File: config.mk
export PLATFORM = sky130hd
export DESIGN_NAME = wiz_bus_bridge
export DESIGN_NICKNAME = d
export VERILOG_FILES = /design/src/rtl/wiz_bus_pkg.sv /design/src/rtl/wiz_int_sync.sv /design/src/rtl/wiz_bus_bridge.sv
export SDC_FILE = /design/constraint.sdc
export NUM_CORES = 1
export LEC_CHECK = 0
export BUFFER_PORTS_ARGS = -buffer_cell sky130_fd_sc_hd__clkbuf_2
export CORE_ASPECT_RATIO = 0.75
export CORE_MARGIN = 2
export CORE_UTILIZATION = 50
export DETAILED_ROUTE_END_ITERATION = 10
export GPL_TIMING_DRIVEN = 0
export PLACE_DENSITY = 0.87
export SYNTH_ARGS = -nofsm -noshare
export SYNTH_HDL_FRONTEND = slang
export SYNTH_SLANG_ARGS = --single-unit
File: constraint.sdc
create_clock -name CLK -period 3.1 [get_ports CLK]
set_clock_uncertainty 0.2 [all_clocks]
set_input_delay 0.155 -clock CLK [delete_from_list [all_inputs] [get_ports CLK]]
set_output_delay 0.155 -clock CLK [all_outputs]
set_load 0.01 [all_outputs]
File: src/rtl/wiz_bus_pkg.sv
// rtl/wiz_bus_pkg.sv - shared state encoding and timing-counter sizing for the WIZ bus bridge
package wiz_bus_pkg;

    typedef enum logic [2:0] {
        ST_IDLE   = 3'd0,
        ST_SETUP  = 3'd1,
        ST_STROBE = 3'd2,
        ST_HOLD   = 3'd3,
        ST_TURN   = 3'd4
    } wiz_state_t;

    // The down-counter only ever holds (phase length - 1), so log2 of the longest phase is enough.
    function automatic int cnt_width(input int a, input int b, input int c, input int d);
        int m;
        m = a;
        if (b > m) m = b;
        if (c > m) m = c;
        if (d > m) m = d;
        return (m > 1) ? $clog2(m) : 1;
    endfunction

endpackage

File: src/rtl/wiz_int_sync.sv
// rtl/wiz_int_sync.sv - two-flop synchronizer turning the async active-low interrupt into an active-high flag
module wiz_int_sync (
    input  logic clk,
    input  logic rst,
    input  logic int_n,
    output logic irq
);

    logic meta;

    // Invert at the first stage so both flops carry the active-high sense.
    always_ff @(posedge clk) begin
        if (rst) begin
            meta <= 1'b0;
            irq  <= 1'b0;
        end else begin
            meta <= ~int_n;
            irq  <= meta;
        end
    end

endmodule

File: src/rtl/wiz_bus_bridge.sv
// rtl/wiz_bus_bridge.sv - slave-port to asynchronous SRAM-style WIZ chip bus bridge with fixed access timing
module wiz_bus_bridge
    import wiz_bus_pkg::*;
#(
    parameter int ADDR_W   = 10,
    parameter int DATA_W   = 16,
    parameter int T_SETUP  = 1,
    parameter int T_STROBE = 3,
    parameter int T_HOLD   = 1,
    parameter int T_TURN   = 1
) (
    input  logic                CLK,
    input  logic                RST,
    input  logic [ADDR_W-1:0]   AVS_ADDRESS,
    input  logic                AVS_CHIPSELECT,
    input  logic                AVS_READ,
    input  logic                AVS_WRITE,
    input  logic [DATA_W-1:0]   AVS_WRITEDATA,
    input  logic [DATA_W/8-1:0] AVS_BYTEENABLE,
    output logic [DATA_W-1:0]   AVS_READDATA,
    output logic                AVS_WAITREQUEST,
    output logic [ADDR_W-1:0]   WIZ_A,
    output logic [DATA_W-1:0]   WIZ_D_OUT,
    output logic                WIZ_D_OE,
    input  logic [DATA_W-1:0]   WIZ_D_IN,
    output logic                WIZ_CS_N,
    output logic                WIZ_RD_N,
    output logic                WIZ_WR_N,
    input  logic                WIZ_INT_N,
    output logic                IRQ,
    output logic                BE_ERR
);

    localparam int CW = cnt_width(T_SETUP, T_STROBE, T_HOLD, T_TURN);

    if (T_SETUP < 1 || T_STROBE < 1 || T_HOLD < 1 || T_TURN < 1) begin : g_bad_timing
        $error("wiz_bus_bridge: every timing parameter must be at least 1");
    end
    if (DATA_W != 8 && DATA_W != 16) begin : g_bad_width
        $error("wiz_bus_bridge: DATA_W must be 8 or 16");
    end

    wiz_state_t    state_q, state_d;
    logic [CW-1:0] cnt_q, cnt_d;
    logic          wr_q, wr_d;
    logic          cs_n_d, rd_n_d, wr_n_d, oe_d, waitreq_d, active, last;
    logic          req, legal, accept, err_acc;

    // A request is only taken while waitrequest is high, so an error ack cycle never re-accepts it.
    assign req     = AVS_CHIPSELECT && (AVS_READ || AVS_WRITE);
    assign legal   = (AVS_READ != AVS_WRITE) && (&AVS_BYTEENABLE);
    assign accept  = (state_q == ST_IDLE) && req && legal && AVS_WAITREQUEST;
    assign err_acc = (state_q == ST_IDLE) && req && !legal && AVS_WAITREQUEST;
    assign last    = (cnt_q == '0);

    // Next state, phase counter and next values of every registered bus strobe.
    always_comb begin
        state_d = state_q;
        cnt_d   = cnt_q;
        unique case (state_q)
            ST_IDLE: begin
                if (accept) begin
                    state_d = ST_SETUP;
                    cnt_d   = CW'(T_SETUP - 1);
                end
            end
            ST_SETUP: begin
                if (last) begin
                    state_d = ST_STROBE;
                    cnt_d   = CW'(T_STROBE - 1);
                end else begin
                    cnt_d = cnt_q - 1'b1;
                end
            end
            ST_STROBE: begin
                if (last) begin
                    state_d = ST_HOLD;
                    cnt_d   = CW'(T_HOLD - 1);
                end else begin
                    cnt_d = cnt_q - 1'b1;
                end
            end
            ST_HOLD: begin
                if (last) begin
                    state_d = ST_TURN;
                    cnt_d   = CW'(T_TURN - 1);
                end else begin
                    cnt_d = cnt_q - 1'b1;
                end
            end
            ST_TURN: begin
                if (last) begin
                    state_d = ST_IDLE;
                end else begin
                    cnt_d = cnt_q - 1'b1;
                end
            end
            default: begin
                state_d = ST_IDLE;
                cnt_d   = '0;
            end
        endcase

        wr_d      = accept ? AVS_WRITE : wr_q;
        active    = (state_d == ST_SETUP) || (state_d == ST_STROBE) || (state_d == ST_HOLD);
        cs_n_d    = !active;
        rd_n_d    = !((state_d == ST_STROBE) && !wr_d);
        wr_n_d    = !((state_d == ST_STROBE) && wr_d);
        oe_d      = active && wr_d;
        waitreq_d = !(((state_d == ST_HOLD) && (cnt_d == '0)) || err_acc);
    end

    // State register plus flopped strobes, so the chip only ever sees glitch-free edges.
    always_ff @(posedge CLK) begin
        if (RST) begin
            state_q         <= ST_IDLE;
            cnt_q           <= '0;
            wr_q            <= 1'b0;
            WIZ_CS_N        <= 1'b1;
            WIZ_RD_N        <= 1'b1;
            WIZ_WR_N        <= 1'b1;
            WIZ_D_OE        <= 1'b0;
            AVS_WAITREQUEST <= 1'b1;
        end else begin
            state_q         <= state_d;
            cnt_q           <= cnt_d;
            wr_q            <= wr_d;
            WIZ_CS_N        <= cs_n_d;
            WIZ_RD_N        <= rd_n_d;
            WIZ_WR_N        <= wr_n_d;
            WIZ_D_OE        <= oe_d;
            AVS_WAITREQUEST <= waitreq_d;
        end
    end

    // Address/data latch at accept, read capture at the end of the strobe, sticky error flag.
    always_ff @(posedge CLK) begin
        if (RST) begin
            WIZ_A        <= '0;
            WIZ_D_OUT    <= '0;
            AVS_READDATA <= '0;
            BE_ERR       <= 1'b0;
        end else begin
            if (accept) begin
                WIZ_A <= AVS_ADDRESS;
                if (AVS_WRITE) WIZ_D_OUT <= AVS_WRITEDATA;
            end
            if (err_acc) begin
                BE_ERR       <= 1'b1;
                AVS_READDATA <= '0;
            end
            if ((state_q == ST_STROBE) && last && !wr_q) AVS_READDATA <= WIZ_D_IN;
        end
    end

    wiz_int_sync u_int_sync (
        .clk   (CLK),
        .rst   (RST),
        .int_n (WIZ_INT_N),
        .irq   (IRQ)
    );

endmodule

==> results.sh <==
export IMPL_r2r_end="AVS_READDATA[8]"
export IMPL_antenna_found_initial=0
export IMPL_p_leak_nw=1.43
export IMPL_core_area_um2=4410
export IMPL_report_power_total_mw=1.47
export IMPL_whs_path_depth=2
export IMPL_cp_end_kind="register"
export IMPL_path_max_fanout=10
export IMPL_slew_violations=0
export IMPL_syn_to_final_growth_pct=48.2
export IMPL_utilization=0.765
export IMPL_cts_made_buffers=5
export IMPL_start_util=0.516
export IMPL_rrSetupSlack_ns=1.0
export IMPL_route_detailed_wl_per_inst_um=14.8
export IMPL_finalCritPeriodShare=0.678
export IMPL_path_clk_slew_ns=0.10
export IMPL_diodes=0
export IMPL_dieWidth_um=81.9
export IMPL_critPathKind="reg2reg"
export IMPL_required_ns=3.09
export IMPL_combinationalPowerShare=0.159
export IMPL_nets=448
export IMPL_fin_cells=452
export IMPL_grt_max_degree=18
export IMPL_drive_above_1_share=0.354
export IMPL_post_cts_resized=0
export IMPL_grt_use_total=0.275
export IMPL_cp_arrival_ns=2.09
export IMPL_reg2reg_depth=8
export IMPL_crit_chain="inv_1 > ha_1 > and3b_1 > and2_1 > buf_2 > buf_6 > a22oi_2 > nor2_1"
export IMPL_ir_worst_vdd_v=0.000295
export IMPL_ioPinCount=99
export IMPL_p_sw_frac=0.253
export IMPL_synthMuxAreaShare=0.00440
export IMPL_ys_seq_area_frac=0.492
export IMPL_fp_dieH_um=62.4
export IMPL_htree_levels=2
export IMPL_clk_path_buf_depth=2
export IMPL_power_density_nw_per_um2=437
export IMPL_first_pass_iters=4
export IMPL_hp_class="in2reg"
export IMPL_globalplace_congestion=0.877
export IMPL_internal_power_mw=1.10
export IMPL_holdPathEnd="u_int_sync.irq"
export IMPL_portBuffers=97
export IMPL_clk_root_buffer_cell="clkbuf_8"
export IMPL_grt_pass1_vias=2284
export IMPL_clock_sinks=56
export IMPL_grt_overflow=0
export IMPL_fin_crit_ns=2.10
export IMPL_worst_path_largest_cell_delay_ns=0.37
export IMPL_reg2reg_from="cnt_q[0]"
export IMPL_fp_row_count=21
export IMPL_cpMaxStageDelayCell="dfxtp_1"
export IMPL_clk_latency_ns=0.31
export IMPL_tightest_slew_ns=0.635
export IMPL_synthXorXnorAreaFrac=0.00769
export IMPL_pwr_share_clk=0.332
export IMPL_syn_inst=247
export IMPL_whs_ns=0.0438
export IMPL_routed_via_count=2307
export IMPL_synth_cell_types=43
export IMPL_fillerInstances=320
export IMPL_drt_initial_drc_count=187
export IMPL_setup_viol=0
export IMPL_postRouteAntennaNets=0
export IMPL_seqPwrFrac=0.509
export IMPL_dp_cells=401
export IMPL_dieArea_um2=5120
export IMPL_relSlewSlack=0.577
export IMPL_status="finished clean"
export IMPL_synth_top_family_by_area="simple AND/OR/NAND/NOR gates"
export IMPL_syn_nets=301
export IMPL_post_drt_via_cell_ratio=5.10
export IMPL_cts_setup_buffers=0
export IMPL_hold_start="RST"
export IMPL_ys_seq_elements=56
export IMPL_yosys_area_share_simple=0.219
export IMPL_wl_mm=6.70
export IMPL_p_sw_mw=0.373
export IMPL_maxCapViolations=0
export IMPL_cp_top_family="simple AND/OR/NAND/NOR gates"
export IMPL_cp_start_kind="register"
export IMPL_synth_area_um2=2280
export IMPL_grt_pass1_wl_mm=10.8
export IMPL_final_seq_area_um2=1120
export IMPL_rsz0062_at_grt="no"
export IMPL_max_freq_mhz=475
export IMPL_finalHoldViolations=0
export IMPL_multi_input_area_um2=1020
export IMPL_path_buf_inv=3
export IMPL_synthAdderAreaFrac=0.0220
export IMPL_syn_area_per_cell_um2=9.22
export IMPL_synth_compound_area_frac=0.194
export IMPL_drc_errors=0
export IMPL_cts_tree="built"
export IMPL_hpwl_mm=3.95
export IMPL_ys_warn_count=0
export IMPL_setup_tns_ns=0
[per-layer routing]
layer | vias up | global-route usage | part of all wire
met5 | - | 0 | 0
met4 | 0 | 0.0708 | 0.014
met3 | 14 | 0.0751 | 0.054
met2 | 81 | 0.466 | 0.51
met1 | 1085 | 0.341 | 0.42
li1 | 1127 | - | -
[worst max-delay path by stage]
stage                                  end      from  slack (ns)  cells after the start
after floorplan           AVS_READDATA[10]  cnt_q[0]        1.29                      8
after global placement     AVS_READDATA[8]  cnt_q[0]        1.16                      8
after detailed placement   AVS_READDATA[9]  cnt_q[0]        1.12                      8
after CTS                  AVS_READDATA[8]  cnt_q[0]        1.09                      8
after global routing       AVS_READDATA[6]  cnt_q[0]        0.89                      8
final                      AVS_READDATA[8]  cnt_q[0]         1.0                      8
[power by group through the flow]
| stage | Clock (mW) | Sequential (mW) | Combinational (mW) |
|---|---|---|---|
| 2_1_floorplan | 0 | 0.773 | 0.106 |
| 3_3_place_gp | 0 | 0.765 | 0.179 |
| 3_5_place_dp | 0 | 0.766 | 0.183 |
| 4_1_cts | 0.490 | 0.749 | 0.226 |
| 5_1_grt | 0.526 | 0.752 | 0.253 |
| 6_report | 0.490 | 0.750 | 0.234 |
[per-stage QoR]
| step | worst slack [ns] | area [µm²] |
|---|---|---|
| after global routing | 0.891 | 3380 |
| after CTS | 1.09 | 3380 |
| after floorplan | 1.29 | 2280 |
| final | 0.997 | 3380 |
| after global placement | 1.16 | 2830 |
| after detailed placement | 1.12 | 2830 |
[final cells by class]
| type | count | area share |
|---|---|---|
| inverter | 5 | 0.00556 |
| multi-input combinational | 168 | 0.301 |
| sequential | 56 | 0.332 |
| tap | 57 | 0.0211 |
| clock inverter | 2 | 0.0115 |
| timing repair buffer | 140 | 0.271 |
| clock buffer | 6 | 0.0215 |
| buffer | 18 | 0.0356 |
[cells in the final DEF (no fill, tap or decap), types with 2 or more instances in the layout]
master	netlist	layout
ha_1	4	4
nand3_1	3	3
o21ai_0	2	2
buf_2	3	3
o21a_1	2	2
a21oi_1	23	23
a21oi_2	9	9
dfxtp_1	56	56
nor3_1	4	4
nand2_1	53	53
dlygate4sd3_1	0	43
and3_1	3	3
clkbuf_1	7	8
a22oi_2	10	10
buf_6	6	6
inv_1	5	5
a22oi_1	6	6
nand3b_1	2	2
clkbuf_8	0	5
clkbuf_2	0	97
nor2_1	24	24
[sequential cells by signal (all words and copies together), names as in the netlist, 2 cells and up]
| register | count |
|---|---|
| WIZ_D_OUT | 16 |
| WIZ_A | 10 |
| state_q | 3 |
| AVS_READDATA | 16 |
| cnt_q | 2 |
[synth_stat cells, drive strengths merged]
library cell | n | share of area
o41ai | 1 | 0.0038
or4 | 1 | 0.0033
nand2 | 53 | 0.087
or2 | 2 | 0.0055
and2 | 1 | 0.0027
and3b | 1 | 0.0038
nor2 | 25 | 0.042
a2111oi | 1 | 0.0038
o21ai | 2 | 0.0044
nand3b | 2 | 0.0066
nand2b | 1 | 0.0027
xnor2 | 1 | 0.0038
or4b | 1 | 0.0044
clkbuf | 7 | 0.012
nor4 | 1 | 0.0027
a32oi | 1 | 0.012
and4bb | 1 | 0.0071
a21oi | 32 | 0.085
and4 | 1 | 0.0038
o21a | 2 | 0.0066
nor3 | 5 | 0.016
nand4bb | 1 | 0.0049
o21bai | 1 | 0.0033
inv | 5 | 0.0082
buf | 11 | 0.041
a22oi | 16 | 0.075
nand3 | 4 | 0.011
xor2 | 1 | 0.0038
dfxtp | 56 | 0.49
nor2b | 1 | 0.0027
mux2i | 1 | 0.0044
nor3b | 1 | 0.0033
and3 | 3 | 0.0082
ha | 4 | 0.022
[logic make-up after synthesis]
group,count (synthesis)
xor+xnor,2
compound gates,56
buf+inv,23
simple gates,105
flops,56
mux,1
fa+ha+maj,4
[repair_timing]
item                                   in CTS  in global routing
setup endpoints to repair                   0                  0
hold buffers                               43                  0
endpoints found under the hold margin      43                  0
[worst register-to-register path: stages, from the launching register on]
cell and delay [ns]:
dfxtp_1 0.37, inv_1 0.08, ha_1 0.29, and3b_1 0.27
and2_1 0.15, buf_2 0.16, buf_6 0.17, a22oi_2 0.21
nor2_1 0.07
(Power assumes the default switching activity.)
